<file path="config.mk">
export PLATFORM = sky130hd
export DESIGN_NAME = i2c_target
export DESIGN_NICKNAME = d
export VERILOG_FILES = /design/src/rtl/i2c_target_pkg.sv /design/src/rtl/i2c_target_line_sync.sv /design/src/rtl/i2c_target.sv
export SDC_FILE = /design/constraint.sdc
export NUM_CORES = 1
export LEC_CHECK = 0
export CORE_AREA = 2 2 79 73
export DETAILED_ROUTE_END_ITERATION = 10
export DIE_AREA = 0 0 81 75
export PLACE_DENSITY = 0.74
export SYNTH_ARGS = -nofsm -noshare
export SYNTH_HDL_FRONTEND = slang
export SYNTH_HIERARCHICAL = 1
export SYNTH_SLANG_ARGS = --single-unit
</file>
<file path="constraint.sdc">
create_clock -name clk -period 6.95 [get_ports clk]
set_clock_uncertainty 0.2 [all_clocks]
set_input_delay 1.7375 -clock clk [delete_from_list [all_inputs] [get_ports clk]]
set_output_delay 1.7375 -clock clk [all_outputs]
set_load 0.02 [all_outputs]
</file>
<file path="src/rtl/i2c_target_pkg.sv">
// Shared types and constants for the I2C target: FSM state encoding,
// byte/ACK constants and the device-address match helper.
package i2c_target_pkg;

  typedef enum logic [3:0] {
    IDLE      = 4'd0,
    DEV_ADDR  = 4'd1,
    DEV_ACK   = 4'd2,
    REG_ADDR  = 4'd3,
    REG_ACK   = 4'd4,
    WR_DATA   = 4'd5,
    WR_ACK    = 4'd6,
    RD_FETCH  = 4'd7,
    RD_DATA   = 4'd8,
    RD_ACK    = 4'd9,
    WAIT_STOP = 4'd10
  } i2c_tgt_state_t;

  localparam int   I2C_BYTE = 8;
  localparam logic I2C_ACK  = 1'b0;
  localparam logic I2C_NACK = 1'b1;

  // Address byte carries the 7-bit device address above the R/W bit.
  function automatic logic dev_match(input logic [7:0] addr_byte, input logic [6:0] target);
    return (addr_byte[7:1] == target);
  endfunction

endpackage

</file>
<file path="src/rtl/i2c_target_line_sync.sv">
// SCL/SDA input synchronisers followed by SCL rise/fall detection and
// START/STOP condition pulses (all single-clk pulses).
module i2c_line_sync #(
  parameter int SYNC_STAGES = 2
) (
  input  logic clk,
  input  logic reset,
  input  logic scl_in,
  input  logic sda_in,
  output logic scl_level,
  output logic sda_level,
  output logic scl_rise,
  output logic scl_fall,
  output logic start_det,
  output logic stop_det
);

  logic [SYNC_STAGES-1:0] scl_sync_r;
  logic [SYNC_STAGES-1:0] sda_sync_r;
  logic                   scl_prev_r;
  logic                   sda_prev_r;
  logic                   scl_now_s;
  logic                   sda_now_s;

  assign scl_now_s = scl_sync_r[SYNC_STAGES-1];
  assign sda_now_s = sda_sync_r[SYNC_STAGES-1];

  // Idle bus is high, so the chain resets to 1 to avoid a spurious edge or START.
  always_ff @(posedge clk or negedge reset) begin
    if (!reset) begin
      scl_sync_r <= {SYNC_STAGES{1'b1}};
      sda_sync_r <= {SYNC_STAGES{1'b1}};
      scl_prev_r <= 1'b1;
      sda_prev_r <= 1'b1;
    end else begin
      scl_sync_r <= {scl_sync_r[SYNC_STAGES-2:0], scl_in};
      sda_sync_r <= {sda_sync_r[SYNC_STAGES-2:0], sda_in};
      scl_prev_r <= scl_now_s;
      sda_prev_r <= sda_now_s;
    end
  end

  assign scl_level = scl_now_s;
  assign sda_level = sda_now_s;
  assign scl_rise  = scl_now_s & ~scl_prev_r;
  assign scl_fall  = ~scl_now_s & scl_prev_r;
  assign start_det = scl_now_s & scl_prev_r & sda_prev_r & ~sda_now_s;
  assign stop_det  = scl_now_s & scl_prev_r & ~sda_prev_r & sda_now_s;

endmodule

</file>
<file path="src/rtl/i2c_target.sv">
// I2C target decoding address/pointer/data and serving a local byte store.
// Optional clock stretching on read fetch is enabled by defining CLOCK_STRETCH_EN.
module i2c_target
  import i2c_target_pkg::*;
#(
  parameter int         DATAWIDTH   = 8,
  parameter int         ADDRWIDTH   = 6,
  parameter logic [6:0] TARGET_ADDR = 7'h2A,
  parameter int         SYNC_STAGES = 2
) (
  input  logic                 clk,
  input  logic                 reset,
  input  logic                 scl_in,
  input  logic                 sda_in,
  output logic                 sda_oe,
  output logic                 scl_oe,
  output logic [ADDRWIDTH-1:0] mem_addr,
  output logic [DATAWIDTH-1:0] mem_wdata,
  output logic                 mem_wr,
  output logic                 mem_rd,
  input  logic [DATAWIDTH-1:0] mem_rdata,
  input  logic                 mem_rvalid,
  output logic                 busy
);

  logic scl_s, sda_s, scl_rise_s, scl_fall_s, start_s, stop_s;

  i2c_line_sync #(.SYNC_STAGES(SYNC_STAGES)) u_line_sync (
    .clk       (clk),
    .reset     (reset),
    .scl_in    (scl_in),
    .sda_in    (sda_in),
    .scl_level (scl_s),
    .sda_level (sda_s),
    .scl_rise  (scl_rise_s),
    .scl_fall  (scl_fall_s),
    .start_det (start_s),
    .stop_det  (stop_s)
  );

  i2c_tgt_state_t         state_r;
  logic [I2C_BYTE-1:0]    shift_r;
  logic [3:0]             bit_cnt_r;
  logic [ADDRWIDTH-1:0]   pointer_r;
  logic [ADDRWIDTH-1:0]   mem_addr_r;
  logic [DATAWIDTH-1:0]   mem_wdata_r;
  logic                   mem_wr_r;
  logic                   mem_rd_r;
  logic                   sda_oe_r;
  logic                   busy_r;
  logic [I2C_BYTE-1:0]    rx_byte_s;
  logic [ADDRWIDTH-1:0]   ptr_inc_s;
  logic                   scl_unused_s;

  assign rx_byte_s    = {shift_r[I2C_BYTE-2:0], sda_s};
  assign ptr_inc_s    = pointer_r + {{(ADDRWIDTH-1){1'b0}}, 1'b1};
  assign scl_unused_s = scl_s;

`ifdef CLOCK_STRETCH_EN
  logic scl_oe_r;
  assign scl_oe = scl_oe_r;
`else
  logic fetch_wait_r;
  logic rvalid_unused_s;
  assign scl_oe          = 1'b0;
  assign rvalid_unused_s = mem_rvalid;
`endif

  // Protocol FSM: ACK/data bits change on SCL fall, received bits sample on SCL rise.
  always_ff @(posedge clk or negedge reset) begin
    if (!reset) begin
      state_r     <= IDLE;
      shift_r     <= {I2C_BYTE{1'b0}};
      bit_cnt_r   <= 4'd0;
      pointer_r   <= {ADDRWIDTH{1'b0}};
      mem_addr_r  <= {ADDRWIDTH{1'b0}};
      mem_wdata_r <= {DATAWIDTH{1'b0}};
      mem_wr_r    <= 1'b0;
      mem_rd_r    <= 1'b0;
      sda_oe_r    <= 1'b0;
      busy_r      <= 1'b0;
`ifdef CLOCK_STRETCH_EN
      scl_oe_r    <= 1'b0;
`else
      fetch_wait_r <= 1'b0;
`endif
    end else begin
      mem_wr_r <= 1'b0;
      mem_rd_r <= 1'b0;
      if (state_r != RD_FETCH) begin
`ifdef CLOCK_STRETCH_EN
        scl_oe_r <= 1'b0;
`else
        fetch_wait_r <= 1'b0;
`endif
      end
      if (stop_s) begin
        state_r  <= IDLE;
        busy_r   <= 1'b0;
        sda_oe_r <= 1'b0;
`ifdef CLOCK_STRETCH_EN
        scl_oe_r <= 1'b0;
`endif
      end else if (start_s) begin
        state_r   <= DEV_ADDR;
        bit_cnt_r <= 4'd0;
        sda_oe_r  <= 1'b0;
`ifdef CLOCK_STRETCH_EN
        scl_oe_r  <= 1'b0;
`endif
      end else begin
        case (state_r)
          IDLE: sda_oe_r <= 1'b0;
          DEV_ADDR, REG_ADDR, WR_DATA: begin
            if (scl_fall_s) begin
              sda_oe_r <= 1'b0;
            end else if (scl_rise_s) begin
              shift_r   <= rx_byte_s;
              bit_cnt_r <= bit_cnt_r + 4'd1;
              if (bit_cnt_r == 4'd7) begin
                if (state_r == DEV_ADDR) begin
                  if (dev_match(rx_byte_s, TARGET_ADDR)) begin
                    state_r <= DEV_ACK;
                    busy_r  <= 1'b1;
                  end else begin
                    state_r <= WAIT_STOP;
                    busy_r  <= 1'b0;
                  end
                end else if (state_r == REG_ADDR) begin
                  pointer_r <= rx_byte_s[ADDRWIDTH-1:0];
                  state_r   <= REG_ACK;
                end else begin
                  mem_addr_r  <= pointer_r;
                  mem_wdata_r <= rx_byte_s;
                  mem_wr_r    <= 1'b1;
                  state_r     <= WR_ACK;
                end
              end
            end
          end
          // Read fetch is launched on the ACK-clock rise so data is ready before the next fall.
          DEV_ACK, REG_ACK, WR_ACK: begin
            if (scl_fall_s) begin
              sda_oe_r <= 1'b1;
            end else if (scl_rise_s) begin
              bit_cnt_r <= 4'd0;
              if (state_r == DEV_ACK && shift_r[0]) begin
                mem_addr_r <= pointer_r;
                mem_rd_r   <= 1'b1;
                state_r    <= RD_FETCH;
              end else begin
                if (state_r == WR_ACK) begin
                  pointer_r <= ptr_inc_s;
                end
                state_r <= (state_r == DEV_ACK) ? REG_ADDR : WR_DATA;
              end
            end
          end
          RD_FETCH: begin
`ifdef CLOCK_STRETCH_EN
            if (mem_rvalid) begin
              state_r <= RD_DATA;
              if (scl_oe_r || scl_fall_s) begin
                sda_oe_r  <= ~mem_rdata[I2C_BYTE-1];
                shift_r   <= {mem_rdata[I2C_BYTE-2:0], 1'b0};
                bit_cnt_r <= 4'd1;
              end else begin
                shift_r   <= mem_rdata;
                bit_cnt_r <= 4'd0;
              end
            end else if (scl_fall_s) begin
              scl_oe_r <= 1'b1;
            end
`else
            if (fetch_wait_r) begin
              shift_r      <= mem_rdata;
              bit_cnt_r    <= 4'd0;
              fetch_wait_r <= 1'b0;
              state_r      <= RD_DATA;
            end else begin
              fetch_wait_r <= 1'b1;
            end
`endif
          end
          RD_DATA: begin
            if (scl_fall_s) begin
              if (bit_cnt_r == 4'd8) begin
                sda_oe_r <= 1'b0;
                state_r  <= RD_ACK;
              end else begin
                sda_oe_r  <= ~shift_r[I2C_BYTE-1];
                shift_r   <= {shift_r[I2C_BYTE-2:0], 1'b0};
                bit_cnt_r <= bit_cnt_r + 4'd1;
              end
            end
          end
          RD_ACK: begin
            if (scl_rise_s) begin
              if (sda_s == I2C_ACK) begin
                pointer_r  <= ptr_inc_s;
                mem_addr_r <= ptr_inc_s;
                mem_rd_r   <= 1'b1;
                state_r    <= RD_FETCH;
              end else begin
                state_r <= WAIT_STOP;
                busy_r  <= 1'b0;
              end
            end
          end
          WAIT_STOP: sda_oe_r <= 1'b0;
          default: begin
            state_r  <= IDLE;
            sda_oe_r <= 1'b0;
            busy_r   <= 1'b0;
          end
        endcase
      end
    end
  end

  assign sda_oe    = sda_oe_r;
  assign mem_addr  = mem_addr_r;
  assign mem_wdata = mem_wdata_r;
  assign mem_wr    = mem_wr_r;
  assign mem_rd    = mem_rd_r;
  assign busy      = busy_r;

endmodule

</file>
==> results.py <==
metrics = {
    "outcome": {
        "status": "finished, final reports clean",
    },
    "power_and_ir_drop": {
        "p_int_mw": 0.720,
        "swShare_pct": 41.8,
        "combPwrFrac_pct": 45.3,
        "ir_drop_mv": 0.228,
        "share_seq_of_total_power_pct": 38.0,
        "p_leak_nw": 1.38,
        "fin_total_pwr_mw": 1.24,
        "net-switching-power_mw": 0.518,
        "clockPowerShare_pct": 16.7,
        "powerDensity_nw_per_um2": 388,
    },
    "finish": {
        "layout-drive-gt1-share_pct": 12.4,
        "nFillCells": 460,
        "final_core_util_pct": 61.5,
        "regArea_um2": 1180,
        "num_antenna_cells": 0,
        "multiInputGateArea_um2": 1490,
        "syn2layout_area_growth_pct": 13.7,
        "final_area_um2": 3200,
        "nets": 338,
        "instances_no_fill": 390,
    },
    "floorplan": {
        "start_util_pct": 54.1,
        "num_rows": 25,
        "die-area_um2": 6080,
        "die_h_um": 75,
        "io_pins": 32,
        "core_um2": 5190,
        "die_w_um": 81,
    },
    "logic_synthesis": {
        "netlist_area_um2": 2810,
        "yosysMostFrequentCell": "nand2_1",
        "synth.area.top_cells": "dfrtp_1 (37%), nand2_1 (7.3%), dfstp_2 (5.6%)",
        "synth_cells": 303,
        "synth_cell_types": 68,
        "ys_seq_area_share_pct": 42.1,
        "synth_area_per_cell_um2": 9.27,
        "ys_warn_count": 6,
        "async_reset_ff_share_pct": 100,
        "synth_nets": 319,
        "synth_commonest_cells": "nand2_1 (55), dfrtp_1 (41), nor2_1 (24)",
        "synth_edf_count": 0,
        "yosysTopAreaCellShare_pct": 36.5,
        "synth-main-ff-cell": "dfrtp_1",
        "yosysTopAreaCell": "dfrtp_1",
        "yosys_register_bits": 47,
    },
    "setup_path": {
        "cpPeakStageDelay_ns": 0.62,
        "slowest_stage": "clkdlybuf4s50_1",
        "critical_path.max_fanout": 2,
        "critPathCaptureType": "primary output",
        "rrSetupSlack_ns": 4.08,
        "start_kind": "register",
        "crit_family": "buffers and inverters",
        "crit_chain": "clkdlybuf4s50_1",
        "critPathArrivalTime_ns": 1.28,
        "crit_buf_inv": 1,
        "criticalPathCategory": "register to primary output",
        "worstPathRequired_ns": 5.01,
    },
    "timing": {
        "finalMaxSlewViolations": 0,
        "rsz0062_at_grt": "no",
        "setup_viol": 0,
        "worst-slew-pin-transition_ns": 1.02,
        "setup_slack_ns": 3.73,
        "maxSlewHeadroom_pct": 31.9,
        "hold_slack_ns": 0.160,
        "clock.fmax_ghz": 0.311,
        "setup_tns_ns": 0,
        "hold_viol_final": 0,
        "fin_crit_ns": 3.22,
        "fin_crit_sh_pct": 46.3,
    },
    "placed_design": {
        "post-dp-hpwl_mm": 4.17,
        "portBuffers": 29,
        "dpl_cell_area_um2": 3080,
        "place_inst": 382,
        "gp_congestion": 0.913,
        "post-place-ws_ns": 4.06,
    },
    "detailed_routing": {
        "met2WireLength_mm": 2.67,
        "drc": 0,
        "postRouteAntennaNets": 0,
        "viasPerCell": 5.83,
        "num_vias": 2274,
        "met3_length_um": 434,
        "drt-met1-wl_mm": 2.78,
        "wl_mm": 5.91,
        "first_pass_iters": 4,
        "wl_per_cell_um": 15.2,
        "drt_iter0_markers": 182,
        "top_layer_used": "met4",
    },
    "clock_tree": {
        "insertion_delay_ns": 0.30,
        "postCtsSetupBuffers": 0,
        "ctsHoldBuffers": 0,
        "cts_buffer_depth": 2,
        "cts_tree": "built",
        "post_cts_resized": 0,
        "cts_sinks": 47,
        "cts_htree_levels": 2,
        "clk_pin_slew_ns": 0.09,
        "numCtsBuffers": 5,
        "clockRootBuffer": "clkbuf_8",
    },
    "flow_run": {
        "cap_violations": 0,
    },
    "global_route": {
        "grt_max_degree": 48,
        "grt_antenna_before_repair": 0,
        "first_global_vias": 2051,
        "grt-ovfl-total": 0,
        "grt_pass1_wl_mm": 9.93,
        "grt_usage_pct": 21.2,
    },
    "worst_hold_path": {
        "hp-class": "register to register",
    },
}
[flip-flops by register name (all words and copies together), names as in the netlist]
register	count
shift_r	8
mem_addr	6
u_line_sync/scl_prev_r	1
mem_wdata	8
sda_oe	1
u_line_sync/sda_sync_r	2
u_line_sync/scl_sync_r	2
bit_cnt_r	4
fetch_wait_r	1
pointer_r	6
u_line_sync/sda_prev_r	1
mem_rd	1
busy	1
state_r	4
mem_wr	1
[layout by cell type (no fill, tap or decap), drive strengths merged, types with 6 or more instances in the layout]
cell type,Yosys,routed
xor2,6,6
a31oi,9,9
a21oi,10,10
dfstp,6,6
clkdlybuf4s50,0,28
nor2b,6,6
nor2,25,25
inv,10,11
dfrtp,41,41
o21ai,20,20
nand2,55,55
nand3,9,9
mux2,9,9
[power by group through the flow]
| stage | Sequential (mW) | Combinational (mW) | Clock [mW] |
|---|---|---|---|
| floorplan | 0.429 | 0.474 | 0 |
| global placement | 0.471 | 0.546 | 0 |
| CTS | 0.468 | 0.560 | 0.212 |
| global route | 0.486 | 0.628 | 0.223 |
| detailed placement | 0.474 | 0.557 | 0 |
| finish | 0.470 | 0.561 | 0.207 |
[per-layer routing]
layer | vias to the layer above | track usage (%)
met5 | - | 0
met2 | 84 | 32.0
li1 | 1117 | -
met4 | 0 | 4.90
met1 | 1069 | 31.4
met3 | 4 | 4.92
[final cells by class]
cell class	count	area share, %
repair buffers	29	8.93
flip-flops and latches	47	37.0
inverters	10	1.17
clock buffers	5	2.15
clock inverters	3	1.49
well taps	67	2.62
multi-input cells	229	46.6
[cells by family (layout without fill, tap and decap cells)]
logic type      count (synthesis)  after routing  synth area share [%]
buf+inv                        27             47                  4.90
fa+ha+maj                       3              3                  1.34
flops                          47             47                  42.1
mux                            13             13                  5.03
other cells                     1              1                 0.133
compound gates                 69             69                  17.7
xor+xnor                       10             10                  3.12
simple gates                  133            133                  25.6
[final timing paths]
kind	start	end	cells after the start
min in group asynchronous	reset	pointer_r[0]$_DFFE_PN0P_	1
max	mem_addr[5]$_DFFE_PN0P_	mem_addr[5]	1
min	u_line_sync/scl_sync_r[0]$_DFF_PN1_	u_line_sync/scl_sync_r[1]$_DFF_PN1_	0
max reg2reg	state_r[2]$_DFFE_PN0P_	pointer_r[2]$_DFFE_PN0P_	5
min reg2reg	u_line_sync/scl_sync_r[0]$_DFF_PN1_	u_line_sync/scl_sync_r[1]$_DFF_PN1_	0
max in group asynchronous	reset	state_r[3]$_DFFE_PN0P_	1
[worst reg2reg max path, delay by kind of cell (launching register included)]
kind,cells,cell delay (ns)
compound gates,2,0.81
mux,1,0.36
simple gates,2,0.62
flops,1,0.78
Power figures use the tool's default switching activity.
